File: config.mk
export PLATFORM = sky130hd
export DESIGN_NAME = regfile_scoreboard
export DESIGN_NICKNAME = d
export VERILOG_FILES = /design/src/rtl/regfile_scoreboard.sv
export SDC_FILE = /design/constraint.sdc
export NUM_CORES = 2
export LEC_CHECK = 0
export BUFFER_PORTS_ARGS = -buffer_cell sky130_fd_sc_hd__buf_2
export CORE_MARGIN = 2
export CORE_UTILIZATION = 30
export DETAILED_ROUTE_END_ITERATION = 7
export PLACE_DENSITY_LB_ADDON = 0.15
export SYNTH_ARGS = -nofsm -noshare
export SYNTH_HDL_FRONTEND = slang
export SYNTH_SLANG_ARGS = --single-unit
export TNS_END_PERCENT = 100
File: constraint.sdc
create_clock -name clk -period 11.9 [get_ports clk]
set_clock_uncertainty 0.05 [all_clocks]
set_input_delay 1.785 -clock clk [delete_from_list [all_inputs] [get_ports clk]]
set_output_delay 1.785 -clock clk [all_outputs]
set_load 0.005 [all_outputs]
File: src/rtl/regfile_scoreboard.sv
// rtl/regfile_scoreboard.sv - decode register file with WB bypass and pending-write scoreboard
module regfile_scoreboard #(
    parameter int XLEN  = 32,
    parameter int NREGS = 32,
    parameter int CNT_W = 2
) (
    input  logic            clk,
    input  logic            rst_n,
    input  logic [4:0]      Rs1D,
    input  logic [4:0]      Rs2D,
    input  logic            Rs1UseD,
    input  logic            Rs2UseD,
    output logic [XLEN-1:0] RD1D,
    output logic [XLEN-1:0] RD2D,
    input  logic            IssueD,
    input  logic [4:0]      IssueRdD,
    input  logic            CancelE,
    input  logic [4:0]      CancelRdE,
    input  logic            RegWriteW,
    input  logic [4:0]      RdW,
    input  logic [XLEN-1:0] ResultW,
    output logic            StallD,
    output logic            SbErr
);

    localparam logic [CNT_W:0] CNT_MAX = (CNT_W+1)'((2**CNT_W) - 1);

    logic [XLEN-1:0]  regs     [NREGS];
    logic [CNT_W-1:0] cnt      [NREGS];
    logic [CNT_W-1:0] cnt_next [NREGS];
    logic             pend     [NREGS];
    logic             err_any;

    // Architectural register writes from writeback; x0 is never written
    always_ff @(posedge clk or negedge rst_n) begin
        if (!rst_n) begin
            for (int r = 0; r < NREGS; r++) regs[r] <= '0;
        end else if (RegWriteW && RdW != 5'd0) begin
            regs[RdW] <= ResultW;
        end
    end

    // Per-register counter update (issue minus retire/cancel as a single step) and effective pending
    always_comb begin
        err_any = 1'b0;
        for (int r = 0; r < NREGS; r++) begin
            logic           inc;
            logic [1:0]     dec;
            logic [CNT_W:0] sum;
            logic [CNT_W:0] decx;
            logic [CNT_W:0] diff;
            inc  = 1'b0;
            dec  = 2'd0;
            sum  = '0;
            decx = '0;
            diff = '0;
            cnt_next[r] = '0;
            pend[r]     = 1'b0;
            if (r != 0) begin
                inc  = IssueD && (IssueRdD == 5'(r));
                dec  = {1'b0, RegWriteW && (RdW == 5'(r))} + {1'b0, CancelE && (CancelRdE == 5'(r))};
                sum  = {1'b0, cnt[r]} + {{CNT_W{1'b0}}, inc};
                decx = (CNT_W+1)'(dec);
                diff = sum - decx;
                // Same-cycle retire is already visible through the bypass, so it no longer blocks
                pend[r] = ({1'b0, cnt[r]} > decx);
                if (sum < decx) begin
                    cnt_next[r] = '0;
                    err_any     = 1'b1;
                end else if (diff > CNT_MAX) begin
                    cnt_next[r] = CNT_MAX[CNT_W-1:0];
                    err_any     = 1'b1;
                end else begin
                    cnt_next[r] = diff[CNT_W-1:0];
                end
            end
        end
    end

    // Scoreboard counters and sticky error flag
    always_ff @(posedge clk or negedge rst_n) begin
        if (!rst_n) begin
            for (int r = 0; r < NREGS; r++) cnt[r] <= '0;
            SbErr <= 1'b0;
        end else begin
            for (int r = 0; r < NREGS; r++) cnt[r] <= cnt_next[r];
            SbErr <= SbErr | err_any;
        end
    end

    // Zero-latency read ports with writeback bypass; forced to zero while in reset
    always_comb begin
        if (!rst_n || Rs1D == 5'd0)           RD1D = '0;
        else if (RegWriteW && RdW == Rs1D)    RD1D = ResultW;
        else                                  RD1D = regs[Rs1D];
        if (!rst_n || Rs2D == 5'd0)           RD2D = '0;
        else if (RegWriteW && RdW == Rs2D)    RD2D = ResultW;
        else                                  RD2D = regs[Rs2D];
    end

    // Decode stall while a used source still has an outstanding write
    always_comb begin
        StallD = (Rs1UseD && Rs1D != 5'd0 && pend[Rs1D]) ||
                 (Rs2UseD && Rs2D != 5'd0 && pend[Rs2D]);
    end

endmodule

=== Word level (Yosys, flattened, before mapping) ===
Index checks and enable logic that the tools add are counted.

* Register bits: 1,087
* Word-level logic and storage cells: 606
* Output and inout bits: 66

* Add/subtract/negate cells: 93
* Reductions and logical operators: 110
* Eq/ne operators: 95
* Bitwise gates (word level): 4
* Mux-type cells: 143
* $lt $le $gt $ge: 97

{| class="wikitable"
|+ Operator list
! kind !! number
|-
| bitwise mux 1024 bit || 1
|-
| binary-select mux 32 bit (select 5 bit) || 2
|-
| 2-to-1 mux 32 bit || 9
|-
| equality test 5 bit, second input constant || 48
|-
| demux 32 bit (select 5 bit) || 1
|-
| 2-to-1 mux 2 bit || 62
|-
| equality test 5 x 4 -> 1 bit, second input constant || 24
|-
| logical AND 1 bit || 101
|-
| adder 2 x 1 -> 3 bit || 31
|-
| > comparator 3 x 2 -> 1 bit, second input constant || 31
|-
| less-than comparator 3 x 2 -> 1 bit || 31
|-
| subtractor 3 x 2 -> 3 bit || 31
|-
| 2-to-1 mux 1 bit || 66
|-
| adder 1 x 1 -> 2 bit || 31
|-
| > comparator 2 bit || 31
|-
| equality test 5 x 3 -> 1 bit, second input constant || 12
|-
| equality test 5 x 2 -> 1 bit, second input constant || 6
|-
| greater-or-equal comparator 6 bit, second input constant || 3
|-
| inverter 5 -> 6 bit || 3
|-
| equality test 5 x 1 -> 1 bit, second input constant || 3
|-
| nonzero test 5 bit || 3
|-
| binary-select mux 1 bit (select 5 bit) || 2
|-
| equality test 5 bit || 2
|-
| logical NOT 5 bit || 2
|-
| other kinds (4) || 6
|}

=== Depth between registers and ports, before layout ===
* Word-level depth: 68
* Depth in mapped cells: 15
* Mapped depth without buffers: 13

=== Worst setup path after synthesis ===
No wires, ideal clock.

* Path kind: in2out
* From: input RdW[0]
* To: output StallD
* Path buffers: 3
* Arrival time: 4.792 ns
* Data required time: 10.065 ns
* Path slack: 5.273 ns
* Stages: 15
* Cells stage by stage: buf_2 nand2_1 or2_2 clkbuf_1 nor2_1 buf_2 ha_1 inv_1 ha_1 nor2b_1 o21a_1 mux4_2 a32o_1 a211oi_1 o221ai_1

* Cells in the longest elaborated chain, start to end: 9
* Elaborated cells on any way between the ends: 133
* Classes of those cells: add/sub: 31; order compare: 31; eq/ne: 31; mux: 6; reduce/logical: 34

{| class="wikitable"
|+ RTL lines
! item !! RTL line !! RTL
|-
| start: declaration || 20 || <nowiki>input logic [4:0] RdW,</nowiki>
|-
| equality test 5 bit, or another cell as far along || 61 || <nowiki>dec = {1'b0, RegWriteW && (RdW == 5'(r))} + {1'b0, CancelE && (CancelRdE == 5'(r))};</nowiki>
|-
| logical AND 1 bit || 61 ||
|-
| adder 1 x 1 -> 2 bit || 61 ||
|-
| > comparator 2 bit || 66 || <nowiki>pend[r] = ({1'b0, cnt[r]} > decx);</nowiki>
|-
| binary-select mux 1 bit (select 5 bit), on equally long branches || 103, 104 ||
|-
| 2-to-1 mux 1 bit, on equally long branches (2 in series) || 103, 104 ||
|-
| logical AND 1 bit, on equally long branches || 103, 104 ||
|-
| logical OR 1 bit * || 103 || <nowiki>StallD = (Rs1UseD && Rs1D != 5'd0 && pend[Rs1D]) ||</nowiki>
|-
| end: declaration || 22 || <nowiki>output logic StallD,</nowiki>
|}

Every way passes the cells marked *; elsewhere a longest branch is shown, timed or not. The select of a mux whose other input is x is not followed.

=== Worst setup path after layout ===
* From: input RegWriteW
* To: output StallD

* Cells in the longest elaborated chain, start to end: 8
* Elaborated cells on any way between the ends: 102
* Classes of those cells: add/sub: 31; order compare: 31; mux: 6; reduce/logical: 34

{| class="wikitable"
|+ RTL lines
! item !! RTL line !! RTL
|-
| start: declaration || 19 || <nowiki>input logic RegWriteW,</nowiki>
|-
| logical AND 1 bit || 61 ||
|-
| adder 1 x 1 -> 2 bit || 61 ||
|-
| > comparator 2 bit || 66 ||
|-
| binary-select mux 1 bit (select 5 bit), on equally long branches || 103, 104 ||
|-
| 2-to-1 mux 1 bit, on equally long branches (2 in series) || 103, 104 ||
|-
| logical AND 1 bit, on equally long branches || 103, 104 ||
|-
| logical OR 1 bit * || 103 ||
|}

Marks and branches as above.

==> insert_results.sql <==
INSERT INTO impl_metrics (metric_group, metric, value, unit) VALUES
('placement', 'place.detailed.hpwl', '144000', 'um'),
('drt', 'drc_errors', '0', ''),
('worst_setup_path', 'arrival', '6090', 'ps'),
('floorplan', 'num_rows', '168', ''),
('sta', 'final_setup_viols', '0', ''),
('sta', 'rsz0062_at_grt', 'false', ''),
('finish', 'finish.net_count', '5720', ''),
('worst_setup_path', 'crit_path_max_fanout', '15', ''),
('drt', 'antenna_violating_nets_post_route', '0', ''),
('finish', 'layout-area-overhead-vs-synth', '11.9', '%'),
('grt', 'gr-usage-all-layers', '23.7', '%'),
('sta', 'clock.fmax', '0.126', 'GHz'),
('synth', 'synth_common_cells', '1622 x sky130_fd_sc_hd__nand2_1, 1087 x sky130_fd_sc_hd__dfrtp_1, 594 x sky130_fd_sc_hd__mux4_2, 512 x sky130_fd_sc_hd__mux2_2, 272 x sky130_fd_sc_hd__clkbuf_1', ''),
('power_and_ir_drop', 'internal_power', '8210', 'uW'),
('synth', 'synthesis.instances', '5509', ''),
('drt', 'route.detailed.wl_per_inst', '30.7', 'um'),
('grt', 'grt_start_max_net_pins', '159', ''),
('synth', 'synth_edf_count', '0', ''),
('sta', 'final-max-slew-violation-count', '0', ''),
('finish', 'layout-drive-gt1-share', '29.1', '%'),
('synth', 'synthesis.yosys.warnings', '0', ''),
('sta', 'min_period_over_period', '66.6', '%'),
('drt', 'drt_initial_violations', '4611', ''),
('power_and_ir_drop', 'cellPowerDensity', '167', 'mW/mm2'),
('worst_setup_path', 'worstPathCellList', 'buf_2 > nand2_1 > or2_2 > nor2_4 > ha_1 > inv_1 > ha_1 > nor2b_1 > o21ai_0 > a2bb2oi_1 > o221a_2 > a211oi_1 > o221ai_1 > buf_2', ''),
('worst_setup_path', 'endpoint_kind', 'primary output', ''),
('clocking', 'cts_htree_levels', '4', ''),
('clocking', 'post_cts_hold_buffer_count', '0', ''),
('power_and_ir_drop', 'clock_power_share', '34.7', '%'),
('clocking', 'cts-root-to-sink-buffers', '3', ''),
('power_and_ir_drop', 'p_leak', '0.0319', 'uW'),
('clocking', 'numClockSinks', '1087', ''),
('synth', 'synth_top_area_share', '42.9', '%'),
('sta', 'finalCriticalPeriod', '7930', 'ps'),
('power_and_ir_drop', 'switching_share', '30.8', '%'),
('clocking', 'clk_root_buffer_cell', 'sky130_fd_sc_hd__clkbuf_16', ''),
('grt', 'grt.overflow.total', '0', ''),
('clocking', 'buffers_inserted_by_post_cts_timing_repair', '0', ''),
('status', 'status', 'finished, final reports clean', ''),
('clocking', 'clock_insertion_delay_worst_skew', '790', 'ps'),
('worst_setup_path', 'criticalPathCategory', 'in -> out', ''),
('synth', 'yosysSeqAreaShare', '42.9', '%'),
('synth', 'synth_seq_cells', '1087', ''),
('placement', 'place_congestion', '0.812', ''),
('sta', 'hold_viol', '0', ''),
('finish', 'final_cell_count_no_fill', '8323', ''),
('clocking', 'cts_repair_resize_count', '0', ''),
('synth', 'synth_largest_area_cell', 'sky130_fd_sc_hd__dfrtp_1', ''),
('worst_setup_path', 'critical-path-slowest-cell', 'sky130_fd_sc_hd__nor2_4', ''),
('power_and_ir_drop', 'power_share_of_the_sequential_group', '41.9', '%'),
('drt', 'viasPerCell', '5.51', ''),
('power_and_ir_drop', 'power.net_switching', '3650', 'uW'),
('synth', 'netlist_top_cells_area', 'sky130_fd_sc_hd__dfrtp_1 43%, sky130_fd_sc_hd__mux4_2 21%, sky130_fd_sc_hd__nand2_1 9.6%', ''),
('worst_hold_path', 'hold_path_class', 'reg -> reg', ''),
('drt', 'first_pass_iters', '7', ''),
('clocking', 'cts.clk_slew.worst_paths', '60', 'ps'),
('worst_setup_path', 'ff2ff_setup_slack', '8140', 'ps'),
('clocking', 'cts_inserted_buffers', '133', ''),
('grt', 'grt_pass1_wl', '367000', 'um'),
('worst_setup_path', 'crit_path_max_incr_delay', '1000', 'ps'),
('floorplan', 'fp.dieArea', '0.215', 'mm2'),
('synth', 'post_synth_instance_area', '0.0635', 'mm2'),
('drt', 'count_of_vias_placed_by_the_detailed_router', '45900', ''),
('grt', 'grt_antenna_before_repair', '24', ''),
('synth', 'unique_cell_type_count_in_the_yosys_netlist', '60', ''),
('drt', 'total_routed_length', '255000', 'um'),
('power_and_ir_drop', 'irDropWorstVdd', '0.000149', 'V'),
('worst_setup_path', 'crit_required', '10070', 'ps'),
('grt', 'via_count_of_the_first_global_routing_pass', '46700', ''),
('placement', 'numPlacedInstances', '8078', ''),
('synth', 'synth.most_common_cell', 'sky130_fd_sc_hd__nand2_1', '');
-- routing by layer --
metal | wire, um | GRT usage [%] | part of all wire, % | up-vias
met2 | 119000 | 37.8 | 47 | 1727
met1 | 112000 | 33.0 | 44 | 24600
met4 | 8220 | 7.27 | 3.2 | 4
li1 | - | - | - | 19200
met3 | 15700 | 3.82 | 6.2 | 390
met5 | 27 | 0 | 0.011 | -
-- through the flow --
step                      hold slack, ps  instance area (um2)  total power [uW]  worst slack [ps]
after floorplan                      391                63500              6870              5270
after global placement               327                66700              7740              4010
after detailed placement             333                66700              7800              4070
after CTS                            347                71000             12000              4060
after global routing                 358                71000             12500              3760
final                                344                71000             11900              3970
-- cell usage in the layout, fill, tap and decap left out, drive strengths merged, types with 40 or more instances in the layout --
master  Yosys  routed
nand2    1624    1624
dfrtp    1087    1087
mux4      594     594
mux2      512     512
buf       202     237
inv       208     216
clkbuf    272     197
ha        186     186
nor2      153     153
a21oi      67      67
o22ai      62      62
fa         62      62
o21ai      61      61
nor2b      48      48
a211oi     43      43
a31oi      40      40
-- registers in the layout, indices dropped and copies added, names as in the netlist --
| name | flops |
|---|---|
| SbErr | 1 |
| cnt | 62 |
| regs | 1024 |
-- cell families after synthesis --
| kind of cell | Yosys count | share of synthesized area, % |
|---|---|---|
| and+or+nand+nor | 1973 | 12.4 |
| muxes | 1124 | 30.5 |
| buffers and inverters | 682 | 4.49 |
| DFF | 1087 | 42.9 |
| adders and majority gates | 248 | 5.62 |
| xor gates and xnor gates | 41 | 0.566 |
| AOI/OAI and AO/OA | 354 | 3.60 |
-- area by class of cell --
class / instances / area (um2)
Inverter: 208 / 785
Tap cell: 2805 / 3510
Multi-Input combinational cell: 3740 / 33600
Sequential cell: 1087 / 27200
Timing Repair Buffer: 238 / 1630
Fill cell: 20800 / 139000
Clock buffer: 196 / 3830
Antenna cell: 14 / 35.0
Clock inverter: 35 / 452
-- critical path, delay by kind of cell --
kind / cells / cell delay [ps]
compound gates: 5 / 1470
fa+ha+maj: 2 / 680
buf+inv: 3 / 510
simple gates: 4 / 1620
-- final timing paths --
path,start,endpoint,depth (start not counted)
worst max-delay path,RegWriteW,StallD,14
worst min-delay path,regs[1023],regs[1023],0
worst max register to register,cnt[36],SbErr,9
worst min register to register,regs[1023],regs[1023],0
max in group asynchronous,rst_n,regs[200],5
min in group asynchronous,rst_n,cnt[7],1
-- power groups by stage --
| stage | registers [uW] | logic (uW) | clock network, uW |
|---|---|---|---|
| 3_5_place_dp | 5020 | 2780 | 0 |
| 5_1_grt | 5070 | 3050 | 4360 |
| 4_1_cts | 4960 | 2790 | 4210 |
| 6_report | 4980 | 2770 | 4120 |
| 2_1_floorplan | 4830 | 2050 | 0 |
| 3_3_place_gp | 5000 | 2740 | 0 |
No activity file was read; power rests on OpenSTA's default activity.
